**src/rtl/painterengine_gpu_dma_writer_pkg.sv**
```systemverilog
// Shared GPU DMA definitions: FSM encodings, error codes, AXI write sideband constants
// and one-hot source-select helpers (also used by the reader side).
package painterengine_gpu_dma_writer_pkg;

  typedef enum logic [2:0] {
    ST_ROUTING     = 3'd0,
    ST_PARAM_CHECK = 3'd1,
    ST_CALC        = 3'd2,
    ST_ADDR        = 3'd3,
    ST_DATA        = 3'd4,
    ST_DONE        = 3'd5,
    ST_RESP        = 3'd6,
    ST_ERROR       = 3'd7
  } state_t;

  typedef enum logic [2:0] {
    ERR_NONE       = 3'd0,
    ERR_ROUTER     = 3'd1,
    ERR_ADDRESS    = 3'd2,
    ERR_AW_TIMEOUT = 3'd3,
    ERR_W_TIMEOUT  = 3'd4,
    ERR_PROTOCOL   = 3'd5,
    ERR_BRESP      = 3'd6,
    ERR_B_TIMEOUT  = 3'd7
  } err_t;

  localparam logic       AXI_ID         = 1'b0;
  localparam logic [2:0] AXI_SIZE_WORD  = 3'b010;
  localparam logic [1:0] AXI_BURST_INCR = 2'b01;
  localparam logic       AXI_LOCK       = 1'b0;
  localparam logic [3:0] AXI_CACHE      = 4'b0010;
  localparam logic [2:0] AXI_PROT       = 3'b000;
  localparam logic [3:0] AXI_QOS        = 4'b0000;
  localparam logic [3:0] AXI_STRB_ALL   = 4'hF;

  function automatic logic is_onehot4(input logic [3:0] r);
    return (r != 4'd0) && ((r & (r - 4'd1)) == 4'd0);
  endfunction

  function automatic logic [1:0] onehot_index(input logic [3:0] r);
    logic [1:0] idx;
    idx = 2'd0;
    for (int k = 0; k < 4; k++) begin
      if (r[k]) idx = 2'(k);
    end
    return idx;
  endfunction

endpackage

```
**src/rtl/painterengine_gpu_dma_writer_if.sv**
```systemverilog
// AXI4 write channels (AW/W/B) between the GPU DMA writer (master) and memory (slave).
interface painterengine_gpu_dma_writer_if;
  import painterengine_gpu_dma_writer_pkg::*;

  logic [31:0] awaddr;
  logic [7:0]  awlen;
  logic        awid;
  logic [2:0]  awsize;
  logic [1:0]  awburst;
  logic        awlock;
  logic [3:0]  awcache;
  logic [2:0]  awprot;
  logic [3:0]  awqos;
  logic        awvalid;
  logic        awready;

  logic [31:0] wdata;
  logic [3:0]  wstrb;
  logic        wlast;
  logic        wvalid;
  logic        wready;

  logic        bid;
  logic [1:0]  bresp;
  logic        bvalid;
  logic        bready;

  modport master (
    output awaddr, awlen, awid, awsize, awburst, awlock, awcache, awprot, awqos, awvalid,
    output wdata, wstrb, wlast, wvalid,
    output bready,
    input  awready, wready, bid, bresp, bvalid
  );

  modport slave (
    input  awaddr, awlen, awid, awsize, awburst, awlock, awcache, awprot, awqos, awvalid,
    input  wdata, wstrb, wlast, wvalid,
    input  bready,
    output awready, wready, bid, bresp, bvalid
  );
endinterface

```
**src/rtl/painterengine_gpu_dma_burst_calc.sv**
```systemverilog
// Combinational burst sizing: largest INCR burst from the current offset that fits the
// remaining length and the MAX_BURST-aligned word window, so it never crosses 1 KB.
module painterengine_gpu_dma_burst_calc #(
  parameter int MAX_BURST = 256
) (
  input  logic [31:0] address,
  input  logic [31:0] offset,
  input  logic [31:0] length,
  output logic [8:0]  burst_len,
  output logic [31:0] burst_addr
);
  logic [7:0]  word_pos;
  logic [8:0]  room;
  logic [31:0] remain;

  // Position of the next word inside its MAX_BURST window; 8 bits suffice since MAX_BURST <= 256.
  assign word_pos   = (address[9:2] + offset[7:0]) & 8'(MAX_BURST - 1);
  assign room       = 9'(MAX_BURST) - {1'b0, word_pos};
  assign remain     = length - offset;
  assign burst_len  = (remain < {23'd0, room}) ? remain[8:0] : room;
  assign burst_addr = address + (offset << 2);
endmodule

```
**src/rtl/painterengine_gpu_dma_writer.sv**
```systemverilog
// AXI4 write-master DMA: one-hot-selected source -> memory in <=MAX_BURST, 1KB-safe bursts, one burst in flight.
// Data path is combinational (source valid -> WVALID, WREADY -> pop); BRESP checked only with PAINTERENGINE_GPU_WRITER_BRESP_CHECK_EN.
module painterengine_gpu_dma_writer
  import painterengine_gpu_dma_writer_pkg::*;
#(
  parameter int TIMEOUT_BIT = 18,
  parameter int MAX_BURST   = 256
) (
  input  logic          i_wire_clock,
  input  logic          i_wire_resetn,
  output logic          o_wire_done,
  input  logic [127:0]  i_wire_address,
  input  logic [127:0]  i_wire_length,
  input  logic [3:0]    i_wire_router,
  input  logic [127:0]  i_wire_data,
  input  logic [3:0]    i_wire_data_valid,
  output logic [3:0]    o_wire_data_next,
  output logic          o_wire_error,
  output logic [2:0]    o_wire_error_type,
  painterengine_gpu_dma_writer_if.master m_axi
);
  state_t state, state_nxt;
  err_t   err_q, err_nxt;

  logic [31:0] address, length, offset, awaddr_q;
  logic [1:0]  index, route_idx;
  logic [8:0]  burst, beat, burst_m1;
  logic [8:0]  calc_len;
  logic [31:0] calc_addr;
  logic [TIMEOUT_BIT:0] stall;

  logic aw_hs, w_hs, b_hs, progress, in_wait, timed_out, bresp_bad;
  logic unused_sink;

  assign route_idx = onehot_index(i_wire_router);

  painterengine_gpu_dma_burst_calc #(.MAX_BURST(MAX_BURST)) u_burst_calc (
    .address    (address),
    .offset     (offset),
    .length     (length),
    .burst_len  (calc_len),
    .burst_addr (calc_addr)
  );

  assign burst_m1 = burst - 9'd1;

  assign m_axi.awvalid = (state == ST_ADDR);
  assign m_axi.awaddr  = awaddr_q;
  assign m_axi.awlen   = burst_m1[7:0];
  assign m_axi.awid    = AXI_ID;
  assign m_axi.awsize  = AXI_SIZE_WORD;
  assign m_axi.awburst = AXI_BURST_INCR;
  assign m_axi.awlock  = AXI_LOCK;
  assign m_axi.awcache = AXI_CACHE;
  assign m_axi.awprot  = AXI_PROT;
  assign m_axi.awqos   = AXI_QOS;

  assign m_axi.wvalid = (state == ST_DATA) && i_wire_data_valid[index];
  assign m_axi.wdata  = (state == ST_DATA) ? i_wire_data[{index, 5'd0} +: 32] : 32'd0;
  assign m_axi.wstrb  = AXI_STRB_ALL;
  assign m_axi.wlast  = (state == ST_DATA) && (beat == burst_m1);
  assign m_axi.bready = (state == ST_RESP);

  assign aw_hs     = m_axi.awvalid && m_axi.awready;
  assign w_hs      = m_axi.wvalid && m_axi.wready;
  assign b_hs      = m_axi.bready && m_axi.bvalid;
  assign progress  = aw_hs || w_hs || b_hs;
  assign in_wait   = (state inside {ST_ADDR, ST_DATA, ST_RESP});
  // A handshake in the trip cycle still counts as progress.
  assign timed_out = stall[TIMEOUT_BIT] && !progress;

`ifdef PAINTERENGINE_GPU_WRITER_BRESP_CHECK_EN
  assign bresp_bad = (m_axi.bresp != 2'b00);
`else
  assign bresp_bad = 1'b0;
`endif

  assign unused_sink = ^{m_axi.bid, m_axi.bresp, burst_m1[8]};

  assign o_wire_done       = (state == ST_DONE);
  assign o_wire_error      = (state == ST_ERROR);
  assign o_wire_error_type = err_q;

  always_comb begin
    o_wire_data_next        = 4'd0;
    o_wire_data_next[index] = w_hs;
  end

  always_comb begin
    state_nxt = state;
    err_nxt   = err_q;
    unique case (state)
      ST_ROUTING: begin
        if (is_onehot4(i_wire_router)) begin
          state_nxt = ST_PARAM_CHECK;
        end else begin
          state_nxt = ST_ERROR;
          err_nxt   = ERR_ROUTER;
        end
      end
      ST_PARAM_CHECK: begin
        if ((address[1:0] != 2'b00) || (length == 32'd0)) begin
          state_nxt = ST_ERROR;
          err_nxt   = ERR_ADDRESS;
        end else begin
          state_nxt = ST_CALC;
        end
      end
      ST_CALC: state_nxt = ST_ADDR;
      ST_ADDR: begin
        if (aw_hs) begin
          state_nxt = ST_DATA;
        end else if (timed_out) begin
          state_nxt = ST_ERROR;
          err_nxt   = ERR_AW_TIMEOUT;
        end
      end
      ST_DATA: begin
        if (w_hs) begin
          if (m_axi.wlast) state_nxt = ST_RESP;
        end else if (timed_out) begin
          state_nxt = ST_ERROR;
          err_nxt   = ERR_W_TIMEOUT;
        end
      end
      ST_RESP: begin
        if (b_hs) begin
          if (bresp_bad) begin
            state_nxt = ST_ERROR;
            err_nxt   = ERR_BRESP;
          end else if (offset >= length) begin
            state_nxt = ST_DONE;
          end else begin
            state_nxt = ST_CALC;
          end
        end else if (timed_out) begin
          state_nxt = ST_ERROR;
          err_nxt   = ERR_B_TIMEOUT;
        end
      end
      default: ;
    endcase
    // Only one burst is ever outstanding, so a response anywhere else is a slave fault.
    if (m_axi.bvalid && !(state inside {ST_RESP, ST_DONE, ST_ERROR})) begin
      state_nxt = ST_ERROR;
      err_nxt   = ERR_PROTOCOL;
    end
  end

  always_ff @(posedge i_wire_clock or negedge i_wire_resetn) begin
    if (!i_wire_resetn) begin
      state    <= ST_ROUTING;
      err_q    <= ERR_NONE;
      address  <= 32'd0;
      length   <= 32'd0;
      index    <= 2'd0;
      offset   <= 32'd0;
      awaddr_q <= 32'd0;
      burst    <= 9'd0;
      beat     <= 9'd0;
      stall    <= '0;
    end else begin
      state <= state_nxt;
      err_q <= err_nxt;

      if (progress || !in_wait) stall <= '0;
      else                      stall <= stall + 1'b1;

      unique case (state)
        ST_ROUTING: begin
          address <= i_wire_address[{route_idx, 5'd0} +: 32];
          length  <= i_wire_length[{route_idx, 5'd0} +: 32];
          index   <= route_idx;
        end
        ST_PARAM_CHECK: offset <= 32'd0;
        ST_CALC: begin
          burst    <= calc_len;
          awaddr_q <= calc_addr;
        end
        ST_ADDR: if (aw_hs) beat <= 9'd0;
        ST_DATA: begin
          if (w_hs) begin
            if (m_axi.wlast) offset <= offset + {23'd0, burst};
            else             beat   <= beat + 9'd1;
          end
        end
        default: ;
      endcase
    end
  end
endmodule

```
**src/flat_wrapper.sv**
```systemverilog
// flat-port wrapper written by rule: the top's interface ports become plain ports
module painterengine_gpu_dma_writer_flat import painterengine_gpu_dma_writer_pkg::*;
#(
  parameter int TIMEOUT_BIT = 18,
  parameter int MAX_BURST   = 256
)
  (i_wire_clock, i_wire_resetn, o_wire_done, i_wire_address, i_wire_length, i_wire_router, i_wire_data, i_wire_data_valid, o_wire_data_next, o_wire_error, o_wire_error_type, m_axi_awaddr, m_axi_awlen, m_axi_awid, m_axi_awsize, m_axi_awburst, m_axi_awlock, m_axi_awcache, m_axi_awprot, m_axi_awqos, m_axi_awvalid, m_axi_wdata, m_axi_wstrb, m_axi_wlast, m_axi_wvalid, m_axi_bready, m_axi_awready, m_axi_wready, m_axi_bid, m_axi_bresp, m_axi_bvalid);
  painterengine_gpu_dma_writer_if m_axi_i ();
  input  logic i_wire_clock;
  input  logic i_wire_resetn;
  output logic o_wire_done;
  input  logic [127:0] i_wire_address;
  input  logic [127:0] i_wire_length;
  input  logic [3:0] i_wire_router;
  input  logic [127:0] i_wire_data;
  input  logic [3:0] i_wire_data_valid;
  output logic [3:0] o_wire_data_next;
  output logic o_wire_error;
  output logic [2:0] o_wire_error_type;
  output wire logic [$bits(m_axi_i.awaddr)-1:0] m_axi_awaddr;
  output wire logic [$bits(m_axi_i.awlen)-1:0] m_axi_awlen;
  output wire logic [$bits(m_axi_i.awid)-1:0] m_axi_awid;
  output wire logic [$bits(m_axi_i.awsize)-1:0] m_axi_awsize;
  output wire logic [$bits(m_axi_i.awburst)-1:0] m_axi_awburst;
  output wire logic [$bits(m_axi_i.awlock)-1:0] m_axi_awlock;
  output wire logic [$bits(m_axi_i.awcache)-1:0] m_axi_awcache;
  output wire logic [$bits(m_axi_i.awprot)-1:0] m_axi_awprot;
  output wire logic [$bits(m_axi_i.awqos)-1:0] m_axi_awqos;
  output wire logic [$bits(m_axi_i.awvalid)-1:0] m_axi_awvalid;
  output wire logic [$bits(m_axi_i.wdata)-1:0] m_axi_wdata;
  output wire logic [$bits(m_axi_i.wstrb)-1:0] m_axi_wstrb;
  output wire logic [$bits(m_axi_i.wlast)-1:0] m_axi_wlast;
  output wire logic [$bits(m_axi_i.wvalid)-1:0] m_axi_wvalid;
  output wire logic [$bits(m_axi_i.bready)-1:0] m_axi_bready;
  input wire logic [$bits(m_axi_i.awready)-1:0] m_axi_awready;
  input wire logic [$bits(m_axi_i.wready)-1:0] m_axi_wready;
  input wire logic [$bits(m_axi_i.bid)-1:0] m_axi_bid;
  input wire logic [$bits(m_axi_i.bresp)-1:0] m_axi_bresp;
  input wire logic [$bits(m_axi_i.bvalid)-1:0] m_axi_bvalid;
  assign m_axi_awaddr = m_axi_i.awaddr;
  assign m_axi_awlen = m_axi_i.awlen;
  assign m_axi_awid = m_axi_i.awid;
  assign m_axi_awsize = m_axi_i.awsize;
  assign m_axi_awburst = m_axi_i.awburst;
  assign m_axi_awlock = m_axi_i.awlock;
  assign m_axi_awcache = m_axi_i.awcache;
  assign m_axi_awprot = m_axi_i.awprot;
  assign m_axi_awqos = m_axi_i.awqos;
  assign m_axi_awvalid = m_axi_i.awvalid;
  assign m_axi_wdata = m_axi_i.wdata;
  assign m_axi_wstrb = m_axi_i.wstrb;
  assign m_axi_wlast = m_axi_i.wlast;
  assign m_axi_wvalid = m_axi_i.wvalid;
  assign m_axi_bready = m_axi_i.bready;
  assign m_axi_i.awready = m_axi_awready;
  assign m_axi_i.wready = m_axi_wready;
  assign m_axi_i.bid = m_axi_bid;
  assign m_axi_i.bresp = m_axi_bresp;
  assign m_axi_i.bvalid = m_axi_bvalid;
  painterengine_gpu_dma_writer #(.TIMEOUT_BIT(TIMEOUT_BIT), .MAX_BURST(MAX_BURST)) u_core (.i_wire_clock(i_wire_clock), .i_wire_resetn(i_wire_resetn), .o_wire_done(o_wire_done), .i_wire_address(i_wire_address), .i_wire_length(i_wire_length), .i_wire_router(i_wire_router), .i_wire_data(i_wire_data), .i_wire_data_valid(i_wire_data_valid), .o_wire_data_next(o_wire_data_next), .o_wire_error(o_wire_error), .o_wire_error_type(o_wire_error_type), .m_axi(m_axi_i));
endmodule
```
**config.mk**
```make
export PLATFORM = sky130hd
export DESIGN_NAME = painterengine_gpu_dma_writer_flat
export DESIGN_NICKNAME = d
export VERILOG_FILES = /design/src/rtl/painterengine_gpu_dma_writer_pkg.sv /design/src/rtl/painterengine_gpu_dma_writer_if.sv /design/src/rtl/painterengine_gpu_dma_burst_calc.sv /design/src/rtl/painterengine_gpu_dma_writer.sv /design/src/flat_wrapper.sv
export SDC_FILE = /design/constraint.sdc
export NUM_CORES = 1
export LEC_CHECK = 0
export BUFFER_PORTS_ARGS = -buffer_cell sky130_fd_sc_hd__buf_2
export CAP_MARGIN = 20
export CORE_ASPECT_RATIO = 1.75
export CORE_MARGIN = 4
export CORE_UTILIZATION = 40
export CTS_BUF_LIST = sky130_fd_sc_hd__clkbuf_4 sky130_fd_sc_hd__clkbuf_8
export DETAILED_ROUTE_END_ITERATION = 12
export HOLD_SLACK_MARGIN = 0.15
export PLACE_DENSITY = 0.65
export SLEW_MARGIN = 10
export SYNTH_ARGS = -nofsm -noshare
export SYNTH_HDL_FRONTEND = slang
export SYNTH_SLANG_ARGS = --single-unit
```
**constraint.sdc**
```tcl
create_clock -name i_wire_clock -period 7.3 [get_ports i_wire_clock]
set_clock_uncertainty 0.1 [all_clocks]
set_input_delay 0 -clock i_wire_clock [delete_from_list [all_inputs] [get_ports i_wire_clock]]
set_output_delay 0 -clock i_wire_clock [all_outputs]
set_load 0.03 [all_outputs]
```
==> results of run 1 <==
## layer usage
| layer | vias up | GRT usage |
|---|---|---|
| met5 | - | 0 |
| met4 | 0 | 0.157 |
| met3 | 142 | 0.0511 |
| met2 | 651 | 0.505 |
| met1 | 7215 | 0.262 |
| li1 | 7494 | - |
## sequential cells by signal (all words and copies together) (netlist names)
register                  cells
u_core.offset                32
u_core.length                32
u_core.address               32
u_core.burst                  9
u_core.o_wire_error_type      3
u_core.stall                 19
u_core.m_axi.awaddr          32
u_core.beat                   9
u_core.state                  3
u_core.index                  2
## layout make-up
class | instances | area, µm²
Timing Repair Buffer | 633 | 3930
Antenna cell | 4 | 10.0
Clock buffer | 19 | 255
Multi-Input combinational cell | 1460 | 9520
Inverter | 66 | 248
Fill cell | 3436 | 17000
Clock inverter | 13 | 155
Sequential cell | 173 | 4330
Tap cell | 470 | 588
## kinds of logic after synthesis
logic type | Yosys count | synth area share
other | 2 | 0.000514
buffers and inverters | 199 | 0.0593
flip-flops | 173 | 0.296
AO/OA/AOI/OAI | 490 | 0.198
multiplexers | 105 | 0.100
AND/OR/NAND/NOR | 643 | 0.201
adder cells (fa/ha/maj) | 85 | 0.0743
XOR/XNOR | 115 | 0.0698
## cell usage after synthesis (7+ instances only)
cell type,instances,share of area
sky130_fd_sc_hd__o21a_1,10,0.0051
sky130_fd_sc_hd__a21oi_1,265,0.091
sky130_fd_sc_hd__nor3b_1,7,0.0036
sky130_fd_sc_hd__o21bai_1,13,0.0067
sky130_fd_sc_hd__nor4_1,15,0.0064
sky130_fd_sc_hd__buf_1,15,0.0039
sky130_fd_sc_hd__nor2b_1,9,0.0039
sky130_fd_sc_hd__mux2i_1,70,0.048
sky130_fd_sc_hd__a31oi_1,21,0.0090
sky130_fd_sc_hd__nand2_1,120,0.031
sky130_fd_sc_hd__and3_1,45,0.019
sky130_fd_sc_hd__o31ai_1,8,0.0041
sky130_fd_sc_hd__or3_1,13,0.0056
sky130_fd_sc_hd__nor3_1,24,0.0082
sky130_fd_sc_hd__o211ai_1,7,0.0036
sky130_fd_sc_hd__ha_1,82,0.070
sky130_fd_sc_hd__xor2_1,49,0.029
sky130_fd_sc_hd__a31o_2,9,0.0054
sky130_fd_sc_hd__o21ai_0,80,0.027
sky130_fd_sc_hd__xnor2_1,65,0.039
sky130_fd_sc_hd__clkbuf_1,83,0.021
sky130_fd_sc_hd__nand4_1,40,0.017
sky130_fd_sc_hd__dfrtp_1,173,0.30
sky130_fd_sc_hd__inv_1,66,0.017
sky130_fd_sc_hd__nand3_1,37,0.013
sky130_fd_sc_hd__nor2_1,300,0.077
sky130_fd_sc_hd__mux4_2,33,0.051
sky130_fd_sc_hd__a21o_1,27,0.014
sky130_fd_sc_hd__buf_4,22,0.011
sky130_fd_sc_hd__nand2b_1,9,0.0039
sky130_fd_sc_hd__buf_2,7,0.0024
## critical path: stages (launching register included)
cell                        delay, ns
sky130_fd_sc_hd__dfrtp_1         0.44
sky130_fd_sc_hd__ha_1            0.21
sky130_fd_sc_hd__inv_1           0.06
sky130_fd_sc_hd__fa_1            0.39
sky130_fd_sc_hd__nor2b_1         0.12
sky130_fd_sc_hd__o21ai_0         0.11
sky130_fd_sc_hd__a21boi_0        0.34
sky130_fd_sc_hd__nor2_1          0.17
sky130_fd_sc_hd__or3_1           0.40
sky130_fd_sc_hd__or4_1           0.61
sky130_fd_sc_hd__ha_1            0.35
sky130_fd_sc_hd__a221o_1         0.38
sky130_fd_sc_hd__a211o_1         0.29
sky130_fd_sc_hd__a2111oi_2       0.30
sky130_fd_sc_hd__nand4_1         0.15
sky130_fd_sc_hd__nor4_1          0.31
sky130_fd_sc_hd__nand4_1         0.19
sky130_fd_sc_hd__a211oi_4        0.67
sky130_fd_sc_hd__a31oi_1         0.18
sky130_fd_sc_hd__o31a_1          0.30
## metrics by stage
stage	setup slack, ns	cell area [µm²]	hold WS, ns	std cells
floorplan	2.13	14700	-0.396	1832
global placement	1.34	17200	-0.0829	2665
detailed placement	1.19	17200	-0.0759	2665
CTS	1.17	19000	0.172	2833
global route	0.554	19000	0.205	2837
finish	1.09	19000	0.162	2838
## power by group through the flow
stage          sequential, W  combinational [W]  clock [W]
3_5_place_dp        0.000977           0.000296          0
3_3_place_gp        0.000977           0.000292          0
2_1_floorplan       0.000979           0.000141          0
4_1_cts             0.000958           0.000372   0.000733
6_report            0.000958           0.000374   0.000712
5_1_grt             0.000959           0.000408   0.000772
## worst max path at each step
stage | start | to | slack, ns | depth (start not counted)
after floorplan | u_core.offset[0] | u_core.burst[0] | 2.13 | 20
after global placement | u_core.offset[0] | u_core.burst[8] | 1.34 | 19
after detailed placement | u_core.offset[0] | u_core.burst[5] | 1.19 | 19
after CTS | u_core.offset[0] | u_core.burst[8] | 1.17 | 19
after global routing | u_core.offset[1] | u_core.burst[5] | 0.55 | 18
final | u_core.offset[0] | u_core.burst[5] | 1.09 | 19
## what timing repair did
item                                    in CTS  in global routing
endpoints found under the setup margin       0                  0
hold buffers                               136                  0
hold endpoints to repair                   192                  0
==> results.sh, run 1 <==
export IMPL_run_status="finished, final reports clean"
export IMPL_switchingPower_w=0.000560
export IMPL_cp_end_kind="flop"
export IMPL_htree_num_levels=4
export IMPL_area_of_the_core_um2=36000
export IMPL_totalWireLength_um=54900
export IMPL_drtIter0Drc=771
export IMPL_register_to_register_path_setup_slack_ns=1.09
export IMPL_power_per_cell_area_nw_per_um2=107
export IMPL_cell_internal_pwr_w=0.00148
export IMPL_worstReg2RegStart="u_core.offset[0]"
export IMPL_worst_ep_required_time_ns=7.58
export IMPL_timing_final_hold_violations=0
export IMPL_avgRoutedWirePerCell_um=19.3
export IMPL_post_route_period_util=0.850
export IMPL_vias_per_cell=5.46
export IMPL_met2_wl_um=29100
export IMPL_final_standard_cell_utilization_of_the_core=0.528
export IMPL_postSynthRegisterBits=173
export IMPL_vdd_ir_drop_worst_uv=122
export IMPL_synth_top_flop_cell="sky130_fd_sc_hd__dfrtp_1"
export IMPL_drv_cap=0
export IMPL_timing_hold_worst_class="input port to flop"
export IMPL_hold_path_cell_count=3
export IMPL_start_util=0.406
export IMPL_rr_endpoint="u_core.burst[5]"
export IMPL_ant_nets=0
export IMPL_netSwitchingFraction=0.274
export IMPL_count_of_boundary_i_o_pins=507
export IMPL_post_synth_instance_area_um2=14600
export IMPL_largest_buffer_count_on_any_clock_path=2
export IMPL_grt_setup_unrepaired="no"
export IMPL_highest_metal_layer_used_by_the_detailed_router="met4"
export IMPL_clockRootBuffer="sky130_fd_sc_hd__clkbuf_8"
export IMPL_timing_final_crit_period_ns=6.21
export IMPL_place_hpwl_um=44500
export IMPL_via_count=15502
export IMPL_ys_warnings_count=0
export IMPL_synth_async_reset_ratio=1.00
export IMPL_placement_rows=92
export IMPL_final_common_cell="sky130_fd_sc_hd__buf_2"
export IMPL_cp_max_fo=18
export IMPL_max_clock_freq_ghz=0.161
export IMPL_antenna_violations_before_repair=4
export IMPL_met1_routed_wirelength_after_detailed_routing_um=18800
export IMPL_post_cts_resized=0
export IMPL_floorplan_die_height_um=261
export IMPL_layout_cells_most_common_list="477 x sky130_fd_sc_hd__buf_2, 299 x sky130_fd_sc_hd__nor2_1, 265 x sky130_fd_sc_hd__a21oi_1"
export IMPL_clock_sinks=173
export IMPL_place_gp_congestion=0.997
export IMPL_relative_max_transition_margin=0.294
export IMPL_fin_nets=2836
export IMPL_syn_avg_cell_area_um2=8.07
export IMPL_timing_worst_slew_pin_value_ns=1.06
export IMPL_post_synth_num_cell_types=77
export IMPL_grt_overflow_total=0
export IMPL_remaining_drc_errors=0
export IMPL_die_area_um2=39800
export IMPL_final_layout_size_suffix_gt1_frac=0.254
export IMPL_worstHoldStart="i_wire_router[3]"
export IMPL_power_share_combinational=0.183
export IMPL_seqPwrFrac=0.469
export IMPL_syn2layout_area_growth_pct=30.2
export IMPL_post_layout_total_power_w=0.00204
export IMPL_setup_total_negative_slack_ns=0
export IMPL_cts_repair_timing_setup_buffer_count=0
export IMPL_grt_usage=0.264
export IMPL_worst_r2r_cell_count=19
export IMPL_io_buffers=481
export IMPL_number_of_enable_flip_flop_cells_after_synthesis=0
export IMPL_whs_endpoint="u_core.index[0]"
export IMPL_dr_wl_met3_um=3280
export IMPL_cts_reportedPaths_clkPinSlew_ns=0.09
export IMPL_drt_pre_antenna_iters=9
export IMPL_worstPathArrival_ns=6.49
export IMPL_wire_length_of_the_first_global_routing_pass_um=83500
export IMPL_maxSlewViolCount=0
export IMPL_tritoncts="done"
export IMPL_setup_worst_path_start_class="flop"
export IMPL_fp_dieW_um=153
export IMPL_syn_inst=1812
export IMPL_timing_setup_critical_path_class="flop to flop"
export IMPL_vias_in_the_first_global_route=15583
export IMPL_finalSetupViolCount=0
export IMPL_cellLeakagePower_nw=9.05
export IMPL_clk_latency_ns=0.50
export IMPL_clock_power_share=0.348
export IMPL_grt_start_max_net_pins=88
export IMPL_synth_yosys_seq_area_share=0.296
export IMPL_cts_buffers=17
Power figures use the tool's default switching activity.
==> inputs of run 2 (changes only) <==
==> constraint.sdc (replaced) <==
create_clock -name i_wire_clock -period 7.18 [get_ports i_wire_clock]
set_clock_uncertainty 0.1 [all_clocks]
set_input_delay 0 -clock i_wire_clock [delete_from_list [all_inputs] [get_ports i_wire_clock]]
set_output_delay 0 -clock i_wire_clock [all_outputs]
set_load 0.03 [all_outputs]
==> run 2 against run 1 <==
The flow now finishes with violations (design-rule violations). Register-to-register slack got worse by 0.13 ns. Setup slack worse by 0.13 ns. Die area unchanged. Global-route usage grew 0.14 points. Clock power grew 10%. Sequential power is 2% higher. Critical path depth did not move. Highest routed layer unchanged. Hold slack improved by 0.040 ns.
==> results.sh, run 2 (same netlist as run 1, synthesis figures left out) <==
export IMPL_clk_latency_ns=0.52
export IMPL_critPathBufInv=1
export IMPL_avgRoutedWirePerCell_um=19.4
export IMPL_grt_met2_usage=0.515
export IMPL_placement_rows=92
export IMPL_final_standard_cell_utilization_of_the_core=0.530
export IMPL_ff_latch_area_um2=4330
export IMPL_tritoncts="done"
export IMPL_grt_most_used_layer="met2"
export IMPL_via_count=15388
export IMPL_hold_path_cell_count=7
export IMPL_area_of_the_core_um2=36000
export IMPL_syn2layout_area_growth_pct=30.5
export IMPL_grt_usage=0.265
export IMPL_timing_setup_critical_path_class="flop to flop"
export IMPL_timing_final_crit_period_ns=6.22
export IMPL_run_status="finished with violations"
export IMPL_remaining_drc_errors=2
export IMPL_relative_max_transition_margin=0.310
export IMPL_final_hold_worst_slack_ns=0.202
export IMPL_n_fill_cell=3464
export IMPL_timing_critical_path_depth=19
export IMPL_largest_buffer_count_on_any_clock_path=2
export IMPL_io_buffers=481
export IMPL_worstPathArrival_ns=6.53
export IMPL_count_of_boundary_i_o_pins=507
export IMPL_cp_max_fo=18
export IMPL_setup_total_negative_slack_ns=0
export IMPL_cts_buffers=17
export IMPL_critical_path_top_delay_family="compound AO/OA/AOI/OAI gates"
export IMPL_timing_worst_slew_pin_value_ns=1.03
export IMPL_timing_final_hold_violations=0
export IMPL_postCtsHoldBufs=137
export IMPL_ant_nets=0
export IMPL_met1_demand_to_capacity_share_in_global_routing=0.267
export IMPL_setup_worst_path_start_class="flop"
export IMPL_place_hpwl_um=44500
export IMPL_grt_setup_unrepaired="no"
export IMPL_die_area_um2=39800
export IMPL_worst_ep_required_time_ns=7.49
export IMPL_drv_cap=0
export IMPL_drtIter0Drc=952
export IMPL_power_per_cell_area_nw_per_um2=112
export IMPL_final_common_cell="sky130_fd_sc_hd__buf_2"
export IMPL_vdd_ir_drop_worst_uv=120
export IMPL_crit_path_cell_trace="ha_1, inv_1, fa_1, nor2b_1, o21ai_0, a21boi_0, nor2_1, or3_1, or4_1, ha_1, a221o_1, a211o_1, a2111oi_2, nand4_1, nor4_1, nand4_1, a211oi_4, a31oi_1, o31a_1"
export IMPL_grt_overflow_total=0
export IMPL_fin_nets=2837
export IMPL_worst_r2r_cell_count=19
export IMPL_final_layout_size_suffix_gt1_frac=0.254
export IMPL_wire_length_of_the_first_global_routing_pass_um=83300
export IMPL_start_util=0.406
export IMPL_totalWireLength_um=55000
export IMPL_cts_repair_timing_setup_buffer_count=0
export IMPL_timing_hold_worst_class="input port to flop"
export IMPL_maxSlewViolCount=0
export IMPL_place_gp_congestion=1.00
export IMPL_antenna_violations_before_repair=4
export IMPL_vias_per_cell=5.42
export IMPL_cts_reportedPaths_clkPinSlew_ns=0.10
export IMPL_multi_input_area_um2=9520
export IMPL_post_cts_resized=0
export IMPL_htree_num_levels=4
export IMPL_met3_use_gr=0.0375
export IMPL_post_route_period_util=0.866
export IMPL_cellLeakagePower_nw=9.06
export IMPL_cp_slowest_cell="sky130_fd_sc_hd__a211oi_4"
export IMPL_cp_end_kind="flop"
export IMPL_grt_start_max_net_pins=82
export IMPL_clock_sinks=173
export IMPL_clockRootBuffer="sky130_fd_sc_hd__clkbuf_8"
export IMPL_finalSetupViolCount=0
export IMPL_layout_cells_non_filler=2840
export IMPL_fp_dieW_um=153
export IMPL_vias_in_the_first_global_route=15343
export IMPL_drt_pre_antenna_iters=9
export IMPL_floorplan_die_height_um=261
export IMPL_layout_cells_most_common_list="477 x sky130_fd_sc_hd__buf_2, 299 x sky130_fd_sc_hd__nor2_1, 265 x sky130_fd_sc_hd__a21oi_1"
export IMPL_place_detailed_instances=2665
export IMPL_max_clock_freq_ghz=0.161
export IMPL_cpPeakStageDelay_ns=0.66
export IMPL_failing_checks="design-rule violations"
[run 2: tightest hold or removal path: stages]
cell                        delay (ns)
sky130_fd_sc_hd__buf_2            0.12
sky130_fd_sc_hd__nor2_1           0.10
sky130_fd_sc_hd__a31oi_1          0.16
sky130_fd_sc_hd__nor3_1           0.15
sky130_fd_sc_hd__a21o_1           0.13
sky130_fd_sc_hd__nand2_1          0.05
sky130_fd_sc_hd__o2111ai_1        0.07
[run 2: final timing paths]
check,startpoint,to,slack [ns]
max,u_core.offset[0],u_core.burst[5],0.96
max in group asynchronous,i_wire_resetn,u_core.index[0],5.56
min in group asynchronous,i_wire_resetn,u_core.stall[3],0.53
max reg2reg,u_core.offset[0],u_core.burst[5],0.96
min,i_wire_router[0],u_core.o_wire_error_type[2],0.20
min reg2reg,u_core.m_axi.awaddr[12],u_core.m_axi.awaddr[12],0.38
[run 2: metrics by stage]
step                      instance area, µm²  power, W  setup WS [ns]
final                                  19100   0.00214          0.963
after global routing                   19100   0.00222          0.625
after CTS                              19000   0.00215           1.07
after detailed placement               17200   0.00129           1.11
after global placement                 17200   0.00129           1.23
after floorplan                        14700   0.00114           2.01
[run 2: where the power goes]
group / internal, W / leakage [nW] / total, W / switching, W
Sequential: 0.000974 / 1.90 / 0.000974 / 0.000000484
Combinational: 0.000205 / 6.94 / 0.000379 / 0.000175
Clock: 0.000367 / 0.219 / 0.000786 / 0.000419
[run 2: layout make-up]
class                           count  share of cell area
Sequential cell                   173               0.227
Multi-Input combinational cell   1460               0.499
Timing Repair Buffer              634               0.207
Clock buffer                       18              0.0130
Clock inverter                     14              0.0102
Tap cell                          470              0.0308
Antenna cell                        5            0.000656
Inverter                           66              0.0130
[run 2: per-layer routing]
| metal | vias up | part of all wire |
|---|---|---|
| met4 | 0 | 0.061 |
| met1 | 7122 | 0.35 |
| met2 | 646 | 0.54 |
| met5 | - | 0 |
| li1 | 7494 | - |
| met3 | 126 | 0.054 |
==> inputs of run 3 (changes only) <==
--- a/config.mk
+++ b/config.mk
@@ -7,13 +7,12 @@
 export LEC_CHECK = 0
 export BUFFER_PORTS_ARGS = -buffer_cell sky130_fd_sc_hd__buf_2
 export CAP_MARGIN = 20
-export CORE_ASPECT_RATIO = 1.75
-export CORE_MARGIN = 4
-export CORE_UTILIZATION = 40
+export CORE_AREA = 4 4 197 199
 export CTS_BUF_LIST = sky130_fd_sc_hd__clkbuf_4 sky130_fd_sc_hd__clkbuf_8
 export DETAILED_ROUTE_END_ITERATION = 12
+export DIE_AREA = 0 0 201 203
 export HOLD_SLACK_MARGIN = 0.15
-export PLACE_DENSITY = 0.65
+export PLACE_DENSITY = 0.64
 export SLEW_MARGIN = 10
 export SYNTH_ARGS = -nofsm -noshare
 export SYNTH_HDL_FRONTEND = slang
==> run 3 against run 2 <==
The flow now finishes without violations. Count of clock-buffer cells in the layout shrank 1. Global-route usage grew 0.16 points. Sequential cell count is the same. Cell count is the same. Power shrank 3.8%. Sequential power is essentially flat. Via count grew 0.94%. Clock power shrank 11%. Critical path depth is the same. Non-clock buffer count grew 1. Die area grew 2.5%. Setup slack gained 0.16 ns.
==> results.sh, run 3 (same netlist as run 1, synthesis figures left out) <==
export IMPL_io_buffers=481
export IMPL_finalSetupViolCount=0
export IMPL_layout_cells_most_common_list="477 x sky130_fd_sc_hd__buf_2, 300 x sky130_fd_sc_hd__nor2_1, 265 x sky130_fd_sc_hd__a21oi_1"
export IMPL_worstPathArrival_ns=6.30
export IMPL_post_cts_resized=0
export IMPL_ant_nets=0
export IMPL_via_count=15533
export IMPL_cts_buffers=17
export IMPL_power_share_combinational=0.188
export IMPL_met1_routed_wirelength_after_detailed_routing_um=22200
export IMPL_cp_end_kind="flop"
export IMPL_cts_repair_timing_setup_buffer_count=0
export IMPL_clockRootBuffer="sky130_fd_sc_hd__clkbuf_8"
export IMPL_cp_slowest_cell="sky130_fd_sc_hd__a211oi_4"
export IMPL_final_layout_size_suffix_gt1_frac=0.254
export IMPL_seqPwrFrac=0.473
export IMPL_worst_ep_required_time_ns=7.43
export IMPL_postCtsHoldBufs=136
export IMPL_highest_metal_layer_used_by_the_detailed_router="met4"
export IMPL_cts_reportedPaths_clkPinSlew_ns=0.11
export IMPL_htree_num_levels=4
export IMPL_area_of_the_core_um2=37200
export IMPL_crit_path_cell_trace="ha_1, inv_1, fa_1, nor2b_1, o21ai_0, a21boi_0, nor2_1, or3_1, or4_1, ha_1, a221o_1, a211o_1, a2111oi_2, nand4_1, nor4_1, nand4_1, a211oi_4, a31oi_1, o31a_1"
export IMPL_antenna_violations_before_repair=0
export IMPL_fin_nets=2838
export IMPL_syn2layout_area_growth_pct=30.0
export IMPL_vdd_ir_drop_worst_uv=99.5
export IMPL_clk_latency_ns=0.49
export IMPL_vias_in_the_first_global_route=15571
export IMPL_post_route_period_util=0.843
export IMPL_die_area_um2=40800
export IMPL_switchingPower_w=0.000621
export IMPL_fp_dieW_um=201
export IMPL_cellLeakagePower_nw=9.04
export IMPL_place_gp_congestion=1.03
export IMPL_count_of_boundary_i_o_pins=507
export IMPL_run_status="finished, final reports clean"
export IMPL_vias_per_cell=5.47
export IMPL_timing_worst_slew_pin_value_ns=0.927
export IMPL_timing_hold_worst_class="input port to flop"
export IMPL_maxSlewViolCount=0
export IMPL_floorplan_die_height_um=203
export IMPL_wire_length_of_the_first_global_routing_pass_um=86700
export IMPL_relative_max_transition_margin=0.380
export IMPL_setup_total_negative_slack_ns=0
export IMPL_remaining_drc_errors=0
export IMPL_avgRoutedWirePerCell_um=19.9
export IMPL_cpPeakStageDelay_ns=0.64
export IMPL_setup_worst_path_start_class="flop"
export IMPL_layout_cells_non_filler=2840
export IMPL_timing_final_crit_period_ns=6.05
export IMPL_tritoncts="done"
export IMPL_place_detailed_instances=2670
export IMPL_cell_internal_pwr_w=0.00144
export IMPL_timing_setup_critical_path_class="flop to flop"
export IMPL_largest_buffer_count_on_any_clock_path=2
export IMPL_met2_wl_um=28900
export IMPL_clock_sinks=173
export IMPL_totalWireLength_um=56600
export IMPL_placement_rows=71
export IMPL_drt_pre_antenna_iters=7
export IMPL_drtIter0Drc=1355
export IMPL_grt_overflow_total=0
export IMPL_final_common_cell="sky130_fd_sc_hd__buf_2"
export IMPL_drv_cap=0
export IMPL_antenna_cells_inserted=0
export IMPL_grt_usage=0.267
export IMPL_power_per_cell_area_nw_per_um2=108
export IMPL_cp_max_fo=18
export IMPL_grt_setup_unrepaired="no"
export IMPL_timing_final_hold_violations=0
export IMPL_clock_power_share=0.339
export IMPL_start_util=0.393
export IMPL_dr_wl_met3_um=3620
export IMPL_grt_start_max_net_pins=109
export IMPL_netSwitchingFraction=0.302
export IMPL_place_hpwl_um=45300
export IMPL_max_clock_freq_ghz=0.165
==> run 3: cell types whose count changed in the layout (fill, tap and decap cells not counted), moves of 2 or more <==
cell / before / now
sky130_fd_sc_hd__bufinv_16: 3 / 0
sky130_fd_sc_hd__inv_6: 5 / 3
sky130_fd_sc_hd__clkinv_4: 0 / 4
sky130_fd_sc_hd__diode_2: 5 / 0
==> run 3: final cells by class <==
class / instances / area [µm²]
clock buffer: 17 / 234
timing repair buffer: 635 / 3940
sequential: 173 / 4330
tap: 474 / 593
inverter: 66 / 248
multi-input combinational: 1460 / 9510
fill: 3617 / 18200
clock inverter: 15 / 146
==> run 3: layer usage <==
layer	vias up	track usage
met1	7352	0.317
met5	-	0
met2	605	0.486
met4	0	0.0887
met3	80	0.0508
li1	7496	-
==> run 3: worst paths after layout <==
check	start	endpoint	slack, ns	depth (start not counted)
worst max-delay path	u_core.offset[0]	u_core.burst[5]	1.13	19
worst max register to register	u_core.offset[0]	u_core.burst[5]	1.13	19
worst min register to register	u_core.m_axi.awaddr[0]	u_core.m_axi.awaddr[0]	0.38	2
worst min-delay path	i_wire_router[0]	u_core.o_wire_error_type[2]	0.28	7
min in group asynchronous	i_wire_resetn	u_core.burst[8]	0.42	3
max in group asynchronous	i_wire_resetn	u_core.m_axi.awaddr[19]	5.38	4
==> run 3: worst max-delay path: cells and delay by family, from the launching register on <==
| kind | cells | cell delay (ns) |
|---|---|---|
| buffers and inverters | 1 | 0.07 |
| flip-flops | 1 | 0.47 |
| AND/OR/NAND/NOR | 7 | 1.87 |
| adder cells (fa/ha/maj) | 3 | 0.97 |
| AO/OA/AOI/OAI | 8 | 2.46 |
==> run 3: power by group through the flow <==
stage	sequential, W	combinational [W]	clock, W
global placement	0.000994	0.000303	0
floorplan	0.000995	0.000143	0
global route	0.000975	0.000423	0.000752
detailed placement	0.000994	0.000306	0
CTS	0.000975	0.000382	0.000714
finish	0.000975	0.000387	0.000698
==> run 3: stage by stage <==
step | total power [W] | cell area (µm²) | setup slack [ns] | hold WS [ns] | utilization
6_report | 0.00206 | 19000 | 1.13 | 0.279 | 0.511
5_1_grt | 0.00215 | 19000 | 0.713 | 0.314 | 0.511
4_1_cts | 0.00207 | 19000 | 1.15 | 0.171 | 0.510
3_5_place_dp | 0.00130 | 17200 | 1.23 | 0.102 | 0.463
3_3_place_gp | 0.00130 | 17200 | 1.30 | 0.0989 | 0.463
2_1_floorplan | 0.00114 | 14700 | 2.01 | -0.396 | -
